[config.mk]
export PLATFORM = sky130hd
export DESIGN_NAME = ex_muldiv
export DESIGN_NICKNAME = d
export VERILOG_FILES = /design/src/rtl/ex_muldiv_pkg.sv /design/src/rtl/ex_muldiv.sv
export SDC_FILE = /design/constraint.sdc
export NUM_CORES = 1
export LEC_CHECK = 0
export CORE_MARGIN = 4
export CORE_UTILIZATION = 50
export DETAILED_ROUTE_END_ITERATION = 7
export PLACE_DENSITY_LB_ADDON = 0.1
export SYNTH_ARGS = -nofsm -noshare
export SYNTH_HDL_FRONTEND = slang
export SYNTH_SLANG_ARGS = --single-unit
[constraint.sdc]
create_clock -name clk -period 9.85 [get_ports clk]
set_input_delay 1.97 -clock clk [delete_from_list [all_inputs] [get_ports clk]]
set_output_delay 1.97 -clock clk [all_outputs]
set_load 0.005 [all_outputs]
[src/rtl/ex_muldiv_pkg.sv]
`default_nettype none
// ============================================================================
//  Module      : ex_muldiv_pkg
//  Description : Shared definitions for the iterative multiply/divide unit:
//                funct3 opcodes, FSM state encoding, default widths and
//                operand-signedness helpers.
//  Revision    : 1.0 - initial release
// ============================================================================
package ex_muldiv_pkg;

    // Default datapath and register-address widths
    localparam int c_xlen_default    = 32;
    localparam int c_raddr_w_default = 5;

    // funct3 operation codes
    localparam logic [2:0] c_op_mul    = 3'd0;
    localparam logic [2:0] c_op_mulh   = 3'd1;
    localparam logic [2:0] c_op_mulhsu = 3'd2;
    localparam logic [2:0] c_op_mulhu  = 3'd3;
    localparam logic [2:0] c_op_div    = 3'd4;
    localparam logic [2:0] c_op_divu   = 3'd5;
    localparam logic [2:0] c_op_rem    = 3'd6;
    localparam logic [2:0] c_op_remu   = 3'd7;

    // One-hot FSM state encoding
    typedef enum logic [2:0] {
        c_st_idle = 3'b001,
        c_st_calc = 3'b010,
        c_st_end  = 3'b100
    } state_t;

    // Divide/remainder ops all have funct3 bit 2 set
    function automatic logic f_is_div(input logic [2:0] op);
        return op[2];
    endfunction

    // op_a is treated as signed for MULH, MULHSU, DIV and REM
    function automatic logic f_a_signed(input logic [2:0] op);
        return (op == c_op_mulh) || (op == c_op_mulhsu) ||
               (op == c_op_div)  || (op == c_op_rem);
    endfunction

    // op_b is treated as signed for MULH, DIV and REM
    function automatic logic f_b_signed(input logic [2:0] op);
        return (op == c_op_mulh) || (op == c_op_div) || (op == c_op_rem);
    endfunction

endpackage
`default_nettype wire

[src/rtl/ex_muldiv.sv]
`default_nettype none
// ============================================================================
//  Module      : ex_muldiv
//  Description : Iterative RV-style multiply/divide unit. Radix-2 shift-add
//                multiply and radix-2 restoring divide on operand magnitudes,
//                sharing one XLEN+1-bit adder/subtractor. Divide-by-zero and
//                signed overflow bypass the iteration.
//  Revision    : 1.0 - initial release
// ============================================================================
module ex_muldiv
    import ex_muldiv_pkg::*;
#(
    parameter int XLEN    = c_xlen_default,
    parameter int RADDR_W = c_raddr_w_default
) (
    input  logic               clk,
    input  logic               rstn,
    input  logic               start_i,
    input  logic               flush_i,
    input  logic [2:0]         op_i,
    input  logic [XLEN-1:0]    op_a_i,
    input  logic [XLEN-1:0]    op_b_i,
    input  logic [RADDR_W-1:0] reg_waddr_i,
    output logic [XLEN-1:0]    result_o,
    output logic               done_o,
    output logic               busy_o,
    output logic [RADDR_W-1:0] reg_waddr_o
);

    localparam int                 c_cnt_w    = $clog2(XLEN);
    localparam logic [c_cnt_w-1:0] c_cnt_last = c_cnt_w'(XLEN - 1);

    state_t               r_state;
    logic [2:0]           r_op;
    logic [RADDR_W-1:0]   r_waddr;
    logic [c_cnt_w-1:0]   r_cnt;
    logic [XLEN-1:0]      r_hi;        // partial product high half / remainder
    logic [XLEN-1:0]      r_lo;        // multiplier bits / dividend-quotient
    logic [XLEN-1:0]      r_opnd;      // multiplicand or divisor magnitude
    logic                 r_neg_res;   // negate product or quotient at the end
    logic                 r_neg_rem;   // negate remainder at the end

    logic                 w_a_neg;
    logic                 w_b_neg;
    logic [XLEN-1:0]      w_a_mag;
    logic [XLEN-1:0]      w_b_mag;
    logic                 w_div_zero;
    logic                 w_ovf;
    logic                 w_special;
    logic                 w_accept;

    logic [XLEN:0]        w_add_a;
    logic [XLEN:0]        w_add_b;
    logic                 w_add_sub;
    logic [XLEN:0]        w_add_res;

    logic [2*XLEN-1:0]    w_prod;
    logic [2*XLEN-1:0]    w_prod_fix;
    logic [XLEN-1:0]      w_quo;
    logic [XLEN-1:0]      w_rem;
    logic [XLEN-1:0]      w_result;

    // Request decode: operand signs, magnitudes and the bypass cases
    always_comb begin
        w_a_neg    = f_a_signed(op_i) & op_a_i[XLEN-1];
        w_b_neg    = f_b_signed(op_i) & op_b_i[XLEN-1];
        w_a_mag    = w_a_neg ? -op_a_i : op_a_i;
        w_b_mag    = w_b_neg ? -op_b_i : op_b_i;
        w_div_zero = (op_b_i == '0);
        w_ovf      = (op_a_i == {1'b1, {(XLEN-1){1'b0}}}) && (op_b_i == '1);
        // Overflow only exists for the signed divide ops
        w_special  = f_is_div(op_i) & (w_div_zero | (w_ovf & f_b_signed(op_i)));
        w_accept   = (r_state == c_st_idle) & start_i & ~flush_i;
    end

    // Shared adder/subtractor: conditional add for multiply, trial subtract for divide
    always_comb begin
        if (f_is_div(r_op)) begin
            w_add_a   = {r_hi, r_lo[XLEN-1]};
            w_add_b   = {1'b0, r_opnd};
            w_add_sub = 1'b1;
        end else begin
            w_add_a   = {1'b0, r_hi};
            w_add_b   = r_lo[0] ? {1'b0, r_opnd} : '0;
            w_add_sub = 1'b0;
        end
        w_add_res = w_add_a + (w_add_b ^ {(XLEN+1){w_add_sub}}) + {{XLEN{1'b0}}, w_add_sub};
    end

    // Final sign fix-up and result selection
    always_comb begin
        w_prod     = {r_hi, r_lo};
        w_prod_fix = r_neg_res ? -w_prod : w_prod;
        w_quo      = r_neg_res ? -r_lo : r_lo;
        w_rem      = r_neg_rem ? -r_hi : r_hi;
        case (r_op)
            c_op_mul:                            w_result = w_prod_fix[XLEN-1:0];
            c_op_mulh, c_op_mulhsu, c_op_mulhu:  w_result = w_prod_fix[2*XLEN-1:XLEN];
            c_op_div, c_op_divu:                 w_result = w_quo;
            c_op_rem, c_op_remu:                 w_result = w_rem;
            default:                             w_result = w_rem;
        endcase
    end

    // Datapath: load on accept, then one multiply/divide step per CALC cycle
    always_ff @(posedge clk) begin
        if (w_accept) begin
            r_op    <= op_i;
            r_waddr <= reg_waddr_i;
            r_cnt   <= '0;
            if (f_is_div(op_i)) begin
                if (w_special) begin
                    // Preload the bypass answer so END selects it unchanged:
                    // quotient lives in r_lo, remainder in r_hi.
                    r_neg_res <= 1'b0;
                    r_neg_rem <= 1'b0;
                    r_lo      <= w_div_zero ? '1 : op_a_i;
                    r_hi      <= w_div_zero ? op_a_i : '0;
                end else begin
                    r_hi      <= '0;
                    r_lo      <= w_a_mag;
                    r_opnd    <= w_b_mag;
                    r_neg_res <= w_a_neg ^ w_b_neg;
                    r_neg_rem <= w_a_neg;
                end
            end else begin
                r_hi      <= '0;
                r_lo      <= w_b_mag;
                r_opnd    <= w_a_mag;
                r_neg_res <= w_a_neg ^ w_b_neg;
                r_neg_rem <= 1'b0;
            end
        end else if (r_state == c_st_calc) begin
            r_cnt <= r_cnt + c_cnt_w'(1);
            if (f_is_div(r_op)) begin
                // Negative trial difference means restore the shifted remainder
                r_hi <= w_add_res[XLEN] ? w_add_a[XLEN-1:0] : w_add_res[XLEN-1:0];
                r_lo <= {r_lo[XLEN-2:0], ~w_add_res[XLEN]};
            end else begin
                r_hi <= w_add_res[XLEN:1];
                r_lo <= {w_add_res[0], r_lo[XLEN-1:1]};
            end
        end
    end

    // Control FSM with registered status and result outputs
    always_ff @(posedge clk) begin
        if (rstn) begin
            r_state     <= c_st_idle;
            result_o    <= '0;
            done_o      <= 1'b0;
            busy_o      <= 1'b0;
            reg_waddr_o <= '0;
        end else begin
            done_o <= 1'b0;
            if (flush_i) begin
                r_state <= c_st_idle;
                busy_o  <= 1'b0;
            end else begin
                case (r_state)
                    c_st_idle: begin
                        if (start_i) begin
                            r_state <= w_special ? c_st_end : c_st_calc;
                            busy_o  <= 1'b1;
                        end
                    end
                    c_st_calc: begin
                        if (r_cnt == c_cnt_last) begin
                            r_state <= c_st_end;
                        end
                    end
                    c_st_end: begin
                        r_state     <= c_st_idle;
                        busy_o      <= 1'b0;
                        done_o      <= 1'b1;
                        result_o    <= w_result;
                        reg_waddr_o <= r_waddr;
                    end
                    default: begin
                        r_state <= c_st_idle;
                        busy_o  <= 1'b0;
                    end
                endcase
            end
        end
    end

endmodule
`default_nettype wire

**Word level (Yosys, flattened, before mapping)**

Index checks and enable logic that the tools add are counted.
W data, S select, Z words.

- Register bits after elaboration: 153
- Latch bits: 0
- Bits in writable memories: 0
- ROM bits: 0
- Bits of input ports: 76
- Output and inout bits: 39
- Logic and storage cells: 106
- Memories: 0

- Add/subtract/negate cells: 8
- Multipliers: 0
- Div/mod/pow operators: 0
- Magnitude comparators: 0
- Equality and inequality tests: 20
- Shifts and indexed selects: 0
- Multiplexer cells: 34
- Bitwise logic cells: 13
- Reduce and logical (&&, ||, !) cells: 18

Operator list:

| kind | count |
|---|---|
| $mux W32 | 21 |
| $neg A32 Y32 | 4 |
| $pmux W32 S4 | 1 |
| $eq A32 B32 Y1 const B | 2 |
| $mux W64 | 1 |
| $neg A64 Y64 | 1 |
| $add A33 B1 Y33 | 1 |
| $add A33 B33 Y33 | 1 |
| $mux W33 | 1 |
| $xor A33 B33 Y33 | 1 |
| $logic_not A32 Y1 | 1 |
| $eq A3 B3 Y1 const B | 7 |
| $eq A3 B2 Y1 const B | 4 |
| $eq A3 B1 Y1 const B | 3 |
| $mux W3 | 3 |
| $reduce_and A2 Y1 | 4 |
| $reduce_or A2 Y1 | 4 |
| $and A1 B1 Y1 | 6 |
| $pmux W3 S2 | 1 |
| $add A5 B1 Y5 const B | 1 |
| $eq A5 B5 Y1 const B | 1 |
| $logic_or A1 B1 Y1 | 5 |
| $mux W1 | 5 |
| $ne A2 B2 Y1 const B | 2 |
| 9 further kinds | 12 |

**Longest topological paths before layout**

- Word-level depth: 9
- Gate-level depth with buffers: 19
- Gate-level depth less buffers: 15

**Worst setup path after synthesis**

Ideal clock, no wire load.

- Path type: input to register
- Start point: input start_i
- End point: register r_hi[0], enable pin
- Library setup time: 1.044 ns
- Data arrival time: 4.947 ns
- Data required time: 8.806 ns
- Slack: 3.859 ns
- Cell stages on the path: 7
- Buffers on the path: 3
- Path through: nor2b_1 > nand2_1 > or3_1 > clkbuf_1 > clkbuf_1 > clkbuf_1 > o21ai_0

- Word-level cells in the longest chain between the ends: 3

RTL lines:

| what | line | text |
|---|---|---|
| start: declaration | ex_muldiv.sv:18 | `input logic start_i,` |
| $and A1 B1 Y1 (2 in a row) | ex_muldiv.sv:73 | `w_accept = (r_state == c_st_idle) & start_i & ~flush_i;` |
| $reduce_bool A2 Y1 (no line) | - |  |
| end signal: assignment | ex_muldiv.sv:118 | `r_hi <= w_div_zero ? op_a_i : '0;` |
| end signal: assignment | ex_muldiv.sv:137 | `r_hi <= w_add_res[XLEN] ? w_add_a[XLEN-1:0] : w_add_res[XLEN-1:0];` |
| end signal: assignment | ex_muldiv.sv:140 | `r_hi <= w_add_res[XLEN:1];` |
| end: declaration | ex_muldiv.sv:37 | `logic [XLEN-1:0] r_hi;` |

Every way passes these cells.
A chain may end at the register's enable or synchronous reset.

**Worst setup path after layout**

- Start point: input op_b_i[2]
- End point: register r_lo[27] (data pin)

- Word-level cells in the longest chain between the ends: 8
- Elaborated cells between the ends (all ways): 12
- Those cells by class: add/sub (1); eq/ne (1); mux (5); bitwise (3); reduce/logical (2)

RTL lines:

| what | line | text |
|---|---|---|
| start: declaration | ex_muldiv.sv:22 | `input logic [XLEN-1:0] op_b_i,` |
| parallel branches: the longest is 6 deep, another holds $neg A32 Y32 | - |  |
| $mux W32 (*) | ex_muldiv.sv:111 | `if (f_is_div(op_i)) begin` |
| $mux W32 (*) | ex_muldiv.sv:107 | `if (w_accept) begin` |
| end signal: assignment | ex_muldiv.sv:117 | `r_lo <= w_div_zero ? '1 : op_a_i;` |
| end signal: assignment | ex_muldiv.sv:121 | `r_lo <= w_a_mag;` |
| end signal: assignment | ex_muldiv.sv:128 | `r_lo <= w_b_mag;` |
| end: declaration | ex_muldiv.sv:38 | `logic [XLEN-1:0] r_lo;` |

Every way passes the cells marked *.

==> key figures <==
Die
  • Initial core utilization: 51.0%
  • DIE AREA: slightly above 30000 µm²
  • Die width: 174 µm
  • Die height: 174 µm
  • Row count: 60
  • Core ar.: roughly 27000 µm²
  • I/O Pins: 115

GRT
  • Initial antenna violation count: 0
  • Vias in the first global route: 12608
  • Grt ovf: 0
  • Largest net degree at the start of global routing: between 80 and 90
  • First-pass GRT wire length: 74200 µm
  • Grt met3 use: 4.35%
  • GRT met2 Usage: 49.6%
  • Met1 track demand over resource: 41.9%
  • Total Routing Usage GR: 31.3%
  • Most Crowded Layer GR: met2

Clock tree
  • Clock slew at reported path FFs: 0.07 ns
  • Max Buffers Root-to-Sink: 2
  • CTS tree: built
  • Number of setup buffers added after CTS: 0
  • Clock Sinks: 153
  • Hold buffer count at CTS: 0
  • Root buffer cell: clkbuf_16
  • Post-CTS sizing: 0
  • H-tree depth: 4
  • Num CTS Buffers: 17
  • Worst skew pair latency: 0.44 ns

Final layout
  • Antenna diodes: 0
  • Design area: around 16000 µm²
  • Final net count: roughly 1800
  • Commonest non-fill, non-tap cell in the layout: nor2_1
  • Most frequent cells in the layout: 195 x nor2_1, 150 x nand2_1, 150 x o21ai_0
  • Area delta synth->final: 13.5%
  • Layout cells sized above 1: 7.75%

Synth
  • Post-synthesis adder-cell area fraction: about 3.6%
  • Seq/Total Area, Yosys: 29.9%
  • Top_reg_cell synth: edfxtp_1
  • Distinct cell type count after synthesis: 94
  • Simple-Gate Fraction of Synth Area: 20.7%
  • Net count after synthesis: 1804
  • Asr flop ratio synth: 0%
  • Main combinational cell family by area after synthesis: compound AO/OA/AOI/OAI gates
  • Synthesized flop and latch total: 153
  • Yosys warns: 0
  • Post-Synth XOR/XNOR Area: 11.3%
  • Mux contribution to synthesized area: 7.01%
  • Synth Area per Inst: just over 8 µm²
  • Post-Synthesis Cells: 1689
  • Post-synth EDFFs: between 100 and 150
  • Syn Std Cell Area: 13800 µm²
  • Complex-gate fraction of the synthesized area: between 20% and 30%

Drt
  • Via Count: around 13000
  • DRC: 0
  • Drt total wl: 49100 µm
  • DRT iter0 DRCs: 1610
  • Number of detailed-route iterations in the first pass: 5
  • Final ANT Viol Nets: 0
  • Routed len/inst: 23.7 µm
  • Vias/cell: 6.52

Run
  • Max-Cap Viols: 0

Worst setup path
  • R2r setup slk: 4.81 ns
  • CP Capture Type: register
  • Startpoint class of the critical path: primary input
  • Crit Path Class: in2reg
  • Critical path required time: 10.00 ns
  • Worst-path maximum fanout: 29
  • WP data arrival: 5.42 ns

Power and ir drop
  • LEAKAGE: 5.62 nW
  • Worst VDD drop: 0.105 mV
  • PwrDens: 140 nW/µm²
  • Final Total Pwr: 0.00220 W

Place
  • Routability cong.: 1.00
  • PortBufs: 114
  • Place WS: 4.16 ns
  • DP Area: 15000 µm²
  • DP HPWL: 37300 µm

STA
  • Worst setup margin: 4.58 ns
  • Final Hold Viols: 0
  • Clock Skews: between 0.01 and 0.015 ns
  • Relative slew slack: about a quarter
  • Tightest Pin Transition: 1.13 ns
  • Setup TNS: 0 ns
  • Fin. max-slew vios: 0
  • Tmin final: 5.27 ns
  • RSZ-0062 raised after global routing: false
  • Tcrit/Tclk final: between 50% and 60%
  • Final number of setup-violating endpoints: 0
  • Fmax: 0.190 GHz

Outcome
  • Status: completed

Min path
  • Hold Path Class: reg2reg
critical path, stage by stage:
cell             delay (ns)
clkdlybuf4s50_1        0.50
or3_1                  0.45
or3b_1                 0.49
nor2b_4                0.24
nand3_4                0.16
o32ai_4                1.00
or2_1                  0.33
o221a_2                0.22
a21oi_1                0.04
kinds of logic (layout without fill, tap and decap cells):
logic type                 Yosys count  in the layout
xor gates and xnor gates           178            178
adders and majority gates           39             39
buffers and inverters              162            203
DFF                                153            153
AOI/OAI and AO/OA                  499            499
muxes                               93             93
and+or+nand+nor                    565            565
power by group:
group,switching [W],internal (W)
sequential,0.0000655,0.000742
combinational,0.000421,0.000272
clock,0.000307,0.000388
total,0.000794,0.00140
flip-flops by register name, indices dropped and copies added (netlist names):
| signal | cells |
|---|---|
| busy_o | 1 |
| done_o | 1 |
| r_cnt | 5 |
| r_hi | 32 |
| r_lo | 32 |
| r_neg_rem | 1 |
| r_neg_res | 1 |
| r_op | 3 |
| r_opnd | 32 |
| r_state | 3 |
| r_waddr | 5 |
| reg_waddr_o | 5 |
| result_o | 32 |
synth_stat cells (13+ instances only):
cell type	instances	area share, %
nor3b_1	15	0.82
a22oi_1	42	2.3
nand4_1	19	0.86
o22ai_1	14	0.64
o21ai_0	151	5.5
mux2i_1	65	4.7
edfxtp_1	106	23
clkbuf_1	100	2.7
a31oi_1	13	0.59
mux2_2	28	2.3
xor2_1	93	5.9
buf_2	14	0.51
inv_1	35	0.95
nand2_1	150	4.1
o31ai_1	22	1.2
xnor2_1	85	5.4
a211oi_1	13	0.71
nor2_1	196	5.3
dfxtp_1	47	6.8
nand3_1	15	0.55
nor3_1	44	1.6
nor4_1	13	0.59
ha_1	38	3.5
a21oi_1	134	4.9
o221ai_1	15	0.95
or3_1	16	0.73
layer usage:
layer  vias up  wire (µm)  share of wire, %
met5         -          0                 0
met4         0       2620               5.3
li1       6241          -                 -
met1      6378      19700                40
met3       143       4360               8.9
met2       731      22400                46
stage by stage:
| step | std cells | utilization, % | hold WS, ns |
|---|---|---|---|
| global route | 2071 | 57.9 | 0.475 |
| finish | 2071 | 57.9 | 0.450 |
| global placement | 2039 | 55.6 | 0.439 |
| CTS | 2071 | 57.9 | 0.456 |
| floorplan | 1689 | - | 0.442 |
| detailed placement | 2039 | 55.6 | 0.447 |
layout make-up:
class | count | area (µm²)
sequential | 153 | 4120
tap | 341 | 427
inverter | 36 | 135
timing repair buffer | 135 | 1290
fill | 2520 | 11400
clock buffer | 21 | 514
multi-input combinational | 1374 | 9030
clock inverter | 11 | 111
worst paths after layout:
check,from,depth (start not counted),to
max,op_b_i[2],9,r_lo[27]
min,result_o[6],2,result_o[6]
max reg2reg,r_op[2],16,r_hi[8]
min reg2reg,result_o[6],2,result_o[6]
(Power assumes the default switching activity.)
